File: src/rtl/regtmp_retire.sv
// Retire stage for the temp register ring: in-order commit, branch flush.
// Define COMMIT_COUNT_EN to build the retired-entry counter.
module regtmp_retire (
  input  logic        clock,
  input  logic        reset,
  input  logic        New_entry,
  output logic [4:0]  Waddr_out,
  output logic [4:0]  Rd_Addr,
  input  logic [41:0] Data_In,
  input  logic        Stall,
  output logic        Commit_en,
  output logic [4:0]  Commit_rd,
  output logic [31:0] Commit_PC,
  output logic        Clear_entry,
  output logic [4:0]  Clear_addr,
  output logic        Flush,
  output logic [31:0] Flush_PC,
  output logic        Full,
  output logic        Empty,
  output logic [15:0] Commit_count
);

  typedef enum logic [1:0] {
    S_IDLE,
    S_ACTIVE,
    S_FLUSH
  } state_t;

  state_t      state;
  logic [4:0]  head;
  logic [4:0]  tail;
  logic [5:0]  count;
  logic [5:0]  count_nxt;
  logic        eligible;
  logic        is_br;
  logic        alloc;
  logic        drain;
  logic        pop;

  assign Full      = (count == 6'd32);
  assign Empty     = (count == 6'd0);
  assign Waddr_out = tail;
  assign Rd_Addr   = head;

  assign eligible = (state == S_ACTIVE) && Data_In[0]
                    && Data_In[1] && !Stall;
  assign is_br = (Data_In[4:3] == 2'b11) && Data_In[2];
  assign alloc = New_entry && !Full && (state != S_FLUSH);
  assign drain = (state == S_FLUSH) && (count != 6'd0);
  assign pop   = eligible || drain;

  always_comb begin
    count_nxt = count;
    if (alloc && !pop)
      count_nxt = count + 6'd1;
    else if (!alloc && pop)
      count_nxt = count - 6'd1;
  end

  always_ff @(posedge clock or negedge reset) begin
    if (!reset) begin
      state       <= S_IDLE;
      head        <= '0;
      tail        <= '0;
      count       <= '0;
      Commit_en   <= 1'b0;
      Commit_rd   <= '0;
      Commit_PC   <= '0;
      Clear_entry <= 1'b0;
      Clear_addr  <= '0;
      Flush       <= 1'b0;
      Flush_PC    <= '0;
    end else begin
      Commit_en   <= 1'b0;
      Clear_entry <= 1'b0;
      Flush       <= 1'b0;
      count       <= count_nxt;
      if (alloc)
        tail <= tail + 5'd1;
      if (pop) begin
        head        <= head + 5'd1;
        Clear_entry <= 1'b1;
        Clear_addr  <= head;
      end
      case (state)
        S_IDLE: begin
          if (count_nxt != 6'd0)
            state <= S_ACTIVE;
        end
        S_ACTIVE: begin
          if (eligible) begin
            Commit_en <= 1'b1;
            Commit_rd <= Data_In[41:37];
            Commit_PC <= Data_In[36:5];
            if (is_br) begin
              Flush    <= 1'b1;
              Flush_PC <= Data_In[36:5];
              // a mispredict on the last entry has nothing left to drain
              state    <= (count_nxt != 6'd0) ? S_FLUSH : S_IDLE;
            end else if (count_nxt == 6'd0) begin
              state <= S_IDLE;
            end
          end
        end
        S_FLUSH: begin
          if (count_nxt == 6'd0)
            state <= S_IDLE;
        end
        default: state <= S_IDLE;
      endcase
    end
  end

`ifdef COMMIT_COUNT_EN
  logic [15:0] commit_cnt;

  always_ff @(posedge clock or negedge reset) begin
    if (!reset)
      commit_cnt <= '0;
    else if (eligible)
      commit_cnt <= commit_cnt + 16'd1;
  end

  assign Commit_count = commit_cnt;
`else
  assign Commit_count = 16'h0000;
`endif

endmodule

File: config.mk
export PLATFORM = sky130hd
export DESIGN_NAME = regtmp_retire
export DESIGN_NICKNAME = d
export VERILOG_FILES = /design/src/rtl/regtmp_retire.sv
export SDC_FILE = /design/constraint.sdc
export NUM_CORES = 1
export LEC_CHECK = 0
export BUFFER_PORTS_ARGS = -buffer_cell sky130_fd_sc_hd__buf_2
export CORE_MARGIN = 8
export CORE_UTILIZATION = 45
export DETAILED_ROUTE_END_ITERATION = 8
export MAX_ROUTING_LAYER = met4
export PLACE_DENSITY = 0.81
export RECOVER_POWER = 50
export SLEW_MARGIN = 10
export SYNTH_ARGS = -nofsm -noshare
export SYNTH_HDL_FRONTEND = slang
export SYNTH_SLANG_ARGS = --single-unit
File: constraint.sdc
create_clock -name clock -period 2.4 [get_ports clock]
set_input_delay 0.12 -clock clock [delete_from_list [all_inputs] [get_ports clock]]
set_output_delay 0.12 -clock clock [all_outputs]
set_load 0.01 [all_outputs]
==> results of run 1 <==
Yosys cell counts (4+ instances only):
cell	instances
nand2_1	217
dfrtp_1	95
buf_4	16
clkbuf_1	10
inv_1	10
xnor2_1	9
nand4_1	8
mux2_2	7
nor2_1	7
buf_1	5
ha_1	5
buf_2	4
o211ai_1	4
worst max-delay path, stage by stage (launching register included):
cell,delay [ps]
dfrtp_1,390
inv_1,80
ha_1,160
or4b_4,510
o21ai_4,210
o22ai_1,120
or3_4,410
a221oi_2,270
a31oi_1,110
layer usage:
layer	share of wire [%]	track usage (%)	up-vias
met1	41	20.4	1716
met2	51	31.0	118
li1	-	-	1752
met3	6.1	4.19	18
met4	1.9	6.65	0
met5	0	-	-
repair_timing:
item / in CTS / in global routing
hold endpoints to repair: 98 / 0
gates resized for setup: 0 / 2
hold buffers: 38 / 0
setup buffers: 0 / 1
setup endpoints to repair: 0 / 12
through the flow:
step           setup TNS [ps]  total power [mW]  cells
3_3_place_gp                0              3.88    688
3_5_place_dp                0              3.94    688
6_report                    0              4.87    743
2_1_floorplan               0              3.23    463
4_1_cts                     0              4.98    742
5_1_grt                 -93.8              5.21    743
worst paths after layout:
path	start	end	slack (ps)
setup / recovery	count[0]$_DFF_PN0_	state[0]$_DFFE_PN0P_	6
hold / removal	Data_In[1]	state[0]$_DFFE_PN0P_	190
setup reg to reg	count[0]$_DFF_PN0_	state[0]$_DFFE_PN0P_	6
hold reg to reg	Commit_PC[7]$_DFFE_PN0P_	Commit_PC[7]$_DFFE_PN0P_	480
max in group asynchronous	reset	Clear_addr[4]$_DFFE_PN0P_	430
min in group asynchronous	reset	Flush$_DFF_PN0_	830
registers in the layout, summed over array words and instances, names as in the netlist, 2 cells and up:
name	cells
Clear_addr	5
Waddr_out	5
Commit_PC	32
Commit_rd	5
Rd_Addr	5
count	6
state	2
Flush_PC	32
power breakdown:
group          total [mW]  internal, mW  leakage, nW  switching (mW)
clock network       0.983         0.413       0.0861           0.570
logic                1.61         0.694         1.53           0.919
registers            2.28          1.99         1.19           0.283
layout make-up:
type                       instances  area (um2)  area share [%]
clock buffer                      11         141            2.60
clock inverter                     5        41.3           0.759
inverter                          10        37.5           0.690
multi-input combinational        322        1590            29.3
sequential                        95        2380            43.7
tap                              111         139            2.55
timing repair buffer             189        1110            20.4
kinds of logic after synthesis:
family | after synthesis
simple gates | 255
flops | 95
buf+inv | 46
compound gates | 27
xor+xnor | 12
mux | 7
fa+ha+maj | 5
other cells | 1
==> run_results.csv, run 1 <==
group,metric,value,unit
setup_path,crit_required,2620,ps
run_status,status,"complete, but fails checks",
synth,synthAdderAreaFrac,1.51,%
floorplanning,num_rows,35,
clocking,htreeDepth,3,
timing,hold_violations,0,
run_status,violations,"capacitance limit, slew limit",
floorplanning,die_h,112,um
synth,seq_area_frac_synth,57.2,%
drt,via_per_inst,4.85,
timing,fin_ws,6.30,ps
power_and_ir_drop,powerDensity,896,nW/um2
layout,layout_commonest_cell,"nand2_1",
clocking,cts.sinks,95,
synth,yosysTopAreaCell,"dfrtp_1",
layout,design_area,5440,um2
synth,syn_avg_cell_area,9.28,um2
timing,setup_viol,0,
global_route,grt_pass1_wl,18100,um
setup_path,crit_fanout,5,
place,port_buffers,134,
drt,drc,0,
synth,synth_top_family_by_area,"simple AND/OR/NAND/NOR gates",
synth,ys_types,48,
synth,synth_edf_count,0,
layout,drive_gt1_share,16.8,%
timing,min_period,2390,ps
drt,totalWireLength,11300,um
clocking,cts-root-buf,"clkbuf_8",
setup_path,critPathLaunchType,"flop",
global_route,track_usage,18.2,%
clocking,clk_latency,350,ps
place,hpwl,7860,um
timing,tightest_slew,1890,ps
min_path,min_path_type,"input pin to flop",
timing,rsz0062_at_grt,"true",
global_route,grt_pass1_vias,3682,
timing,fin_hold_ws,187,ps
clocking,cts_made_buffers,9,
setup_path,worst-setup-path-type,"flop to flop",
floorplanning,ios,151,
floorplanning,die-area,12600,um2
power_and_ir_drop,max-vdd-ir-drop,0.471,mV
global_route,globalRouteOverflowTotal,0,
power_and_ir_drop,leakage,2.81,nW
synth,synth_compound_area_share,5.12,%
floorplanning,core-area,9110,um2
global_route,antenna_found_initial,0,
layout,fillers,805,
synth,syn_area,4160,um2
drt,routed-via-count,3604,
layout,nNetsFinal,678,
job,cap_violations,1,
setup_path,cp-end-kind,"flop",
clocking,cts_tree,"built",
synth,async_reset_ff_share,100,%
floorplanning,die_w,112,um
floorplanning,initial_core_util,45.6,%
timing,clock_skew,11.9,ps
drt,ant_nets,0,
synth,ys_ff_latch,95,
layout,final_util,59.7,%
layout,mostFrequentLayoutCells,"217 x nand2_1, 95 x dfrtp_1, 79 x clkbuf_1, 56 x buf_2, 38 x dlygate4sd3_1",
synth,synthSimpleGateAreaFrac,25.8,%
synth,yosys_warnings,0,
min_path,holdPathStages,5,
clocking,path_clk_slew,90,ps
timing,max_slew_margin,-26.1,%
place,detailed_place.area,4960,um2
timing,fmax,0.418,GHz
drt,detail_route.first_pass.iterations,4,
timing,fin_crit_sh,99.7,%
drt,wl_per_cell,15.2,um
synth,synthCells,448,
synth,synthMuxAreaShare,1.90,%
timing,slew_violations,33,
clocking,clk_path_buf_depth,2,
layout,syn_to_final_growth,30.8,%
synth,synthXorXnorAreaFrac,2.53,%
drt,drt_iter0_drc,199,
synth,synth_top_cell_area_share,57.2,%
place,place.gp.congestion,0.887,
synth,synth_ff_type,"dfrtp_1",
setup_path,worstRegToRegCells,8,
global_route,grt_max_degree,64,
place,dpl_worst_slack,15.0,ps
synth,synthTopCellsByArea,"dfrtp_1 57%, nand2_1 20%, buf_4 2.9%",
layout,diodes,0,
setup_path,critPathArrivalTime,2610,ps
No activity file was read; power rests on OpenSTA's default activity.
==> run 2, diff against run 1 <==
==> constraint.sdc (replaced) <==
create_clock -name clock -period 2.1 [get_ports clock]
set_input_delay 0.105 -clock clock [delete_from_list [all_inputs] [get_ports clock]]
set_output_delay 0.105 -clock clock [all_outputs]
set_load 0.01 [all_outputs]
==> run 2 against run 1 <==
  * The run ends with setup timing left
  * Sequential share of layout area shrank 1.8 points
  * Cell count grew 2.6%
  * Wire length rose by 9.2%
  * Sequential power grew 15%
  * Core utilization increased by 2.6 points
==> run_results.csv, run 2 (synthesis results as in run 1) <==
group,metric,value,unit
timing,hold_violations,0,
power_and_ir_drop,max-vdd-ir-drop,0.574,mV
layout,layout_commonest_cell,"nand2_1",
timing,tightest_slew,897,ps
power_and_ir_drop,leakage,2.94,nW
floorplanning,ios,151,
global_route,track_usage,19.5,%
clocking,cts.sinks,95,
timing,fin_ws,-243,ps
timing,rsz0062_at_grt,"true",
layout,multi_input_area,1640,um2
clocking,cts-root-buf,"clkbuf_8",
power_and_ir_drop,total_power,6.01,mW
layout,layout.area.seq,2380,um2
timing,fin_crit_sh,112,%
floorplanning,die_h,112,um
timing,fmax,0.427,GHz
setup_path,critPathArrivalTime,2580,ps
setup_path,crit_fanout,4,
layout,nNetsFinal,697,
layout,diodes,0,
global_route,antenna_found_initial,0,
drt,routed-via-count,3784,
global_route,globalRouteOverflowTotal,0,
floorplanning,die_w,112,um
drt,drt_iter0_drc,293,
setup_path,cp-end-kind,"flop",
timing,max_slew_margin,40.2,%
floorplanning,num_rows,35,
setup_path,crit_required,2330,ps
place,port_buffers,134,
timing,fin_setup_tns,-614,ps
drt,totalWireLength,12300,um
place,place.gp.congestion,0.922,
layout,final_util,62.3,%
setup_path,worst-setup-path-type,"flop to flop",
drt,wl_per_cell,16.2,um
global_route,grt_pass1_wl,19500,um
timing,setup_viol,11,
floorplanning,initial_core_util,45.6,%
clocking,htreeDepth,3,
clocking,path_clk_slew,90,ps
clocking,clk_path_buf_depth,2,
global_route,grt_pass1_vias,3828,
global_route,grt_max_degree,62,
layout,syn_to_final_growth,36.5,%
min_path,min_path_type,"input pin to flop",
setup_path,rr_endpoint,"state[0]$_DFFE_PN0P_",
layout,drive_gt1_share,21.4,%
timing,clock_skew,11.0,ps
drt,detail_route.first_pass.iterations,5,
timing,slew_violations,0,
setup_path,endpoint,"state[0]$_DFFE_PN0P_",
run_status,status,"complete, but fails checks",
place,hpwl,8290,um
layout,mostFrequentLayoutCells,"217 x nand2_1, 95 x dfrtp_1, 78 x clkbuf_1, 56 x buf_2, 38 x dlygate4sd3_1",
min_path,holdPathStages,5,
drt,via_per_inst,4.97,
floorplanning,core-area,9110,um2
clocking,clk_latency,360,ps
setup_path,critPathLaunchType,"flop",
run_status,violations,"setup timing",
layout,fillers,820,
setup_path,r2r-start,"count[0]$_DFF_PN0_",
clocking,cts_made_buffers,9,
layout,design_area,5680,um2
drt,ant_nets,0,
timing,min_period,2340,ps
job,cap_violations,0,
drt,drc,0,
clocking,cts_tree,"built",
place,detailed_place.area,5070,um2
setup_path,crit_start,"count[0]$_DFF_PN0_",
setup_path,worstRegToRegCells,8,
layout,reg_top3,"Commit_PC (32), Flush_PC (32), count (6)",
setup_path,r2r_setup_slack,-240,ps
power_and_ir_drop,powerDensity,1060,nW/um2
floorplanning,die-area,12600,um2
==> run 2: through the flow <==
stage	hold slack, ps	instances	worst slack (ps)
CTS	168	758	-217
floorplan	-191	463	-229
global placement	89.7	703	-162
detailed placement	101	703	-249
global route	202	762	-301
finish	175	762	-243
==> run 2: worst min-delay path by stage <==
stage / from / end / slack (ps)
after floorplan: reset / Clear_addr[0]$_DFFE_PN0P_ / -190
after global placement: reset / Commit_PC[2]$_DFFE_PN0P_ / 90
after detailed placement: reset / Commit_PC[2]$_DFFE_PN0P_ / 100
after CTS: Data_In[1] / state[0]$_DFFE_PN0P_ / 170
after global routing: Data_In[1] / state[0]$_DFFE_PN0P_ / 200
final: Data_In[1] / state[0]$_DFFE_PN0P_ / 180
==> run 2: repair_timing <==
item / CTS / global route
hold endpoints to repair: 103 / 0
pin swaps: 0 / 5
resized for setup: 9 / 13
setup endpoints to repair: 35 / 39
hold buffers: 38 / 0
buffers inserted: 1 / 5
==> run 2: report_power, final <==
group / internal, mW / leakage, nW / switching, mW
clock network: 0.682 / 0.112 / 0.654
registers: 2.28 / 1.19 / 0.348
logic: 0.907 / 1.64 / 1.14
==> run 2: cell type report <==
| class | count | share of cell area [%] |
|---|---|---|
| Multi-Input combinational cell | 322 | 29.0 |
| Timing Repair Buffer | 208 | 22.1 |
| Clock buffer | 10 | 2.25 |
| Tap cell | 111 | 2.45 |
| Inverter | 10 | 0.661 |
| Sequential cell | 95 | 41.9 |
| Clock inverter | 6 | 1.65 |
==> run 2: worst max-delay path, stage by stage (launching register included) <==
cell,delay (ps)
dfrtp_1,390
inv_2,90
ha_4,130
or4b_4,500
o21ai_4,210
o22ai_2,110
or3_4,420
a221oi_2,270
a31oi_1,110
==> run 2: routing by layer <==
layer	vias up	track usage (%)	routed length [um]
met1	1863	21.3	4830
met3	19	4.08	688
met5	-	-	0
met4	0	6.74	223
met2	113	34.8	6580
li1	1789	-	-
